===== src/rtl/inst_fetch.sv =====
// Instruction fetch stage: owns the PC, issues one read per cycle to a
// registered-output instruction memory and buffers responses for decode.
module inst_fetch #(
    parameter int                ADDR_W   = 16,
    parameter int                DATA_W   = 32,
    parameter logic [ADDR_W-1:0] RESET_PC = {ADDR_W{1'b0}}
) (
    input  logic              clk,
    input  logic              reset,
    input  logic              fetch_en,
    input  logic              redirect,
    input  logic [ADDR_W-1:0] redirect_pc,
    output logic [ADDR_W-1:0] imem_addr,
    output logic              imem_write,
    output logic [DATA_W-1:0] imem_datain,
    input  logic [DATA_W-1:0] imem_dataout,
    output logic              inst_valid,
    output logic [DATA_W-1:0] inst,
    output logic [ADDR_W-1:0] inst_pc,
    input  logic              inst_ready
);

    logic [ADDR_W-1:0]            pc_r, pc_n_s;
    logic                         pend_r, pend_n_s;
    logic [ADDR_W-1:0]            pend_pc_r, pend_pc_n_s;
    logic [1:0]                   count_r, count_n_s;
    logic [1:0][DATA_W-1:0]       buf_inst_r, buf_inst_n_s;
    logic [1:0][ADDR_W-1:0]       buf_pc_r, buf_pc_n_s;

    logic       pop_s;
    logic       push_s;
    logic       issue_s;
    logic [2:0] occ_s;
    logic [1:0] slot_s;

    // Handshake and issue decision; occupancy counts buffered plus in-flight
    always_comb begin
        pop_s   = (count_r != 2'd0) && inst_ready;
        push_s  = pend_r && !redirect;
        occ_s   = {1'b0, count_r} + {2'b00, pend_r};
        issue_s = fetch_en && !redirect &&
                  ((occ_s < 3'd2) || ((occ_s == 3'd2) && pop_s));
        if (pop_s) begin
            slot_s = count_r - 2'd1;
        end else begin
            slot_s = count_r;
        end
    end

    // Next-state for PC, pending fetch and the two-entry response buffer
    always_comb begin
        pc_n_s       = pc_r;
        pend_n_s     = 1'b0;
        pend_pc_n_s  = pend_pc_r;
        count_n_s    = count_r;
        buf_inst_n_s = buf_inst_r;
        buf_pc_n_s   = buf_pc_r;
        if (redirect) begin
            pc_n_s    = redirect_pc;
            count_n_s = 2'd0;
        end else begin
            if (issue_s) begin
                pend_n_s    = 1'b1;
                pend_pc_n_s = pc_r;
                pc_n_s      = pc_r + {{(ADDR_W-1){1'b0}}, 1'b1};
            end else begin
                pend_n_s = 1'b0;
            end
            // Head always lives in entry 0, so a pop shifts entry 1 down
            if (pop_s) begin
                buf_inst_n_s[0] = buf_inst_r[1];
                buf_pc_n_s[0]   = buf_pc_r[1];
            end else begin
                buf_inst_n_s[0] = buf_inst_r[0];
                buf_pc_n_s[0]   = buf_pc_r[0];
            end
            if (push_s) begin
                buf_inst_n_s[slot_s[0]] = imem_dataout;
                buf_pc_n_s[slot_s[0]]   = pend_pc_r;
            end else begin
                buf_inst_n_s[1] = buf_inst_r[1];
            end
            case ({push_s, pop_s})
                2'b10:   count_n_s = count_r + 2'd1;
                2'b01:   count_n_s = count_r - 2'd1;
                default: count_n_s = count_r;
            endcase
        end
    end

    // State registers with synchronous active-low reset
    always_ff @(posedge clk) begin
        if (!reset) begin
            pc_r       <= RESET_PC;
            pend_r     <= 1'b0;
            pend_pc_r  <= {ADDR_W{1'b0}};
            count_r    <= 2'd0;
            buf_inst_r <= {(2*DATA_W){1'b0}};
            buf_pc_r   <= {(2*ADDR_W){1'b0}};
        end else begin
            pc_r       <= pc_n_s;
            pend_r     <= pend_n_s;
            pend_pc_r  <= pend_pc_n_s;
            count_r    <= count_n_s;
            buf_inst_r <= buf_inst_n_s;
            buf_pc_r   <= buf_pc_n_s;
        end
    end

    assign imem_addr   = pc_r;
    assign imem_write  = 1'b0;
    assign imem_datain = {DATA_W{1'b0}};
    assign inst_valid  = (count_r != 2'd0);
    assign inst        = buf_inst_r[0];
    assign inst_pc     = buf_pc_r[0];

endmodule

===== config.mk =====
export PLATFORM = sky130hd
export DESIGN_NAME = inst_fetch
export DESIGN_NICKNAME = d
export VERILOG_FILES = /design/src/rtl/inst_fetch.sv
export SDC_FILE = /design/constraint.sdc
export NUM_CORES = 1
export LEC_CHECK = 0
export CORE_ASPECT_RATIO = 1.75
export CORE_UTILIZATION = 55
export DETAILED_ROUTE_END_ITERATION = 10
export HOLD_SLACK_MARGIN = 0.05
export PLACE_DENSITY = 0.84
export SLEW_MARGIN = 20
export SYNTH_ARGS = -nofsm -noshare
export SYNTH_HDL_FRONTEND = slang
export SYNTH_SLANG_ARGS = --single-unit
export TNS_END_PERCENT = 5

===== constraint.sdc =====
create_clock -name clk -period 3.4 [get_ports clk]
set_input_delay 0.68 -clock clk [delete_from_list [all_inputs] [get_ports clk]]
set_output_delay 0.68 -clock clk [all_outputs]
set_load 0.005 [all_outputs]

==> qor.csv <==
stage;metric;value;unit
status;run status;completed;
layout;register area;0.00262;mm2
yosys;Ys Warns;0;
clock_tree;worst skew pair latency;410;ps
sta;Final period util;73.2;%
placed_design;GPL Wtd Cong;0.773;
grt;Tot GR Track Use;26.8;%
sta;Worst Max-Slew Pin Slew;1010;ps
grt;global route overflow;0;
sta;unrepaired setup endpoints after global routing;false;
grt;number of global-route vias before repair;5782;
clock_tree;TritonCTS Sinks;131;
layout;fin cells;1043;
sta;worst hold margin;474;ps
yosys;sequential-to-total area share from yosys stat;38.2;%
yosys;Syn Inst Count;844;
sta;clock skew;7.09;ps
sta;TNS Setup;0;ps
placed_design;placed cell area;0.00760;mm2
routing;drt total wl;17400;um
clock_tree;number of setup buffers added after CTS;0;
sta;final-report hold violation count;0;
yosys;post-synthesis cell type count;36;
critical_path;cell with the largest stage delay on the worst path;clkdlybuf4s50_1;
layout;area of the multi-input gates;0.00343;mm2
run;Max-cap violations;0;
layout;final net count;924;
critical_path;Critical Path End Type;primary output;
layout;Antenna diodes;0;
grt;largest net degree at the start of global routing;97;
critical_path;Crit Path Class;reg -> out;
clock_tree;Root Driver;clkbuf_16;
clock_tree;post-cts hold buffer count;0;
clock_tree;CTS max path bufs;2;
pwr;Leakage;2.74;nW
critical_path;crit-path max FO;4;
yosys;syn_area_per_cell;8.14;um2
critical_path;Buf/Inv on CP;3;
placed_design;Post-DP HPWL;10200;um
floorplanning;Initial Util;56.9;%
floorplanning;Core Area;0.0121;mm2
pwr;peak supply drop;0.000384;V
sta;normalized max-slew margin;32.9;%
grt;initial antenna violation count;0;
sta;Final Critical Period;2490;ps
pwr;PwrDens;470;mW/mm2
clock_tree;Num CTS Buffers;17;
yosys;number of synthesized register bits;131;
routing;First DRT Iteration DRCs;628;
critical_path;Top cell by count, worst path;inv_1;
floorplanning;I/O pin count;151;
clock_tree;Reg clk slew, reported paths;60;ps
sta;count of final setup violators;0;
floorplanning;total die area;0.0130;mm2
critical_path;worst stage delay on the critical path;480;ps
layout;Filler cells;994;
grt;first-pass GRT wire length;28000;um
routing;vias per cell;6.17;
critical_path;CP Launch Type;register;
clock_tree;H-Tree Depth;4;
sta;Final Max Tran Viols;0;
hold_path;min-delay worst type;reg -> reg;
critical_path;Crit path required time;2720;ps
routing;Wirelength per Cell;16.7;um
layout;design area;0.00821;mm2
routing;TritonRoute pass-1 iters;8;
placed_design;port bufs;117;
layout;synthesis-to-finish area growth;19.5;%
placed_design;Inst Count DP;1011;
critical_path;CP cell instances;inv_1, ha_1, inv_1, clkdlybuf4s50_1;
floorplanning;Die H;150;um
clock_tree;cts repair resizes;0;
routing;antenna-violating nets left;0;
routing;drc violations;0;
floorplanning;Die Width;86.5;um
layout;most frequent cells in the layout;dfxtp_1, clkdlybuf4s50_1, nand3_1;
routing;detailed-route via count;6436;
floorplanning;number of core rows;53;
layout;commonest non-fill, non-tap cell in the layout;dfxtp_1;
yosys;mapped cell area;0.00687;mm2
critical_path;Arrival @ worst endpoint;1810;ps
layout;share of cells above drive strength 1;7.29;%
clock_tree;CTS tree;done;
critical_path;Top delay family on crit path;buffers and inverters;
sta;fmax;402;MHz
[cells by family after synthesis]
logic type / synth area share [%]
adder cells (fa/ha/maj): 1.09
other: 0.0546
AO/OA/AOI/OAI: 22.9
multiplexers: 2.33
AND/OR/NAND/NOR: 20.6
flip-flops: 38.2
buffers and inverters: 14.1
XOR/XNOR: 0.619
[cell usage after synthesis (all sizes together)]
cell      n  area (um2)
a21oi    48         240
conb      1        3.75
a31o      1        8.76
nand2b    1        13.8
or4      10        75.1
xor2      2        17.5
nor2b     1        6.26
ha        6        75.1
and4      2        17.5
dfxtp   131        2620
or3       6        37.5
and2     48         300
clkbuf   76         285
mux2i    16         160
a221oi   48         420
a211oi    3        22.5
a31oi    16         106
nand4     6        43.8
o21ai    70         350
xnor2     2        25.0
buf      90         649
inv       9        33.8
nand2    40         150
nor3     50         262
nor2      3        11.3
and3      1        6.26
clkinv    1        3.75
o31ai    57         428
nand3    99         495
[sequential cells by signal, indices dropped and copies added (netlist names)]
name        cells
buf_inst_r     32
inst           32
buf_pc_r       16
imem_addr      16
inst_pc        16
pend_pc_r      16
count_r         2
pend_r          1
[final cells by class]
class,count,share of cell area (%)
multi-input cells,569,41.7
flip-flops and latches,131,31.9
repair buffers,136,15.9
clock buffers,19,5.52
well taps,165,2.51
clock inverters,13,1.94
inverters,10,0.457
[power by group]
group	switching [W]	internal (W)
Combinational	0.000207	0.000168
Sequential	0.0000443	0.00157
Clock	0.000676	0.00119
[worst register-to-register path, cell delays in order (launching register included)]
cell	delay (ps)
dfxtp_1	440
inv_1	160
ha_1	260
nand2b_4	150
inv_2	260
a31oi_2	150
buf_4	240
or4_1	540
a31oi_1	180
[per-stage QoR]
stage | util [%] | setup slack, ps | power (W)
after floorplan | - | 1210 | 0.00188
after global placement | 63.0 | 771 | 0.00201
after detailed placement | 63.0 | 697 | 0.00202
after CTS | 68.0 | 905 | 0.00386
after global routing | 68.0 | 766 | 0.00397
final | 68.0 | 910 | 0.00386
[final timing paths]
check                            startpoint                         to  slack, ps  cells past startpoint
setup / recovery    count_r[0]$_SDFFE_PP0P_                 inst_valid        910                      4
hold / removal    buf_pc_r[16]$_SDFFE_PN0P_  buf_pc_r[16]$_SDFFE_PN0P_        470                      2
setup reg to reg    count_r[0]$_SDFFE_PP0P_  imem_addr[5]$_SDFFE_PN0P_        930                      8
hold reg to reg   buf_pc_r[16]$_SDFFE_PN0P_  buf_pc_r[16]$_SDFFE_PN0P_        470                      2
[layer usage]
layer	GRT usage (%)	up-vias	wire length, um
met3	5.57	38	1130
met2	44.4	334	8720
met4	12.8	0	572
met5	0	-	0
met1	32.8	3033	6950
li1	-	3031	-
Power figures use the tool's default switching activity.
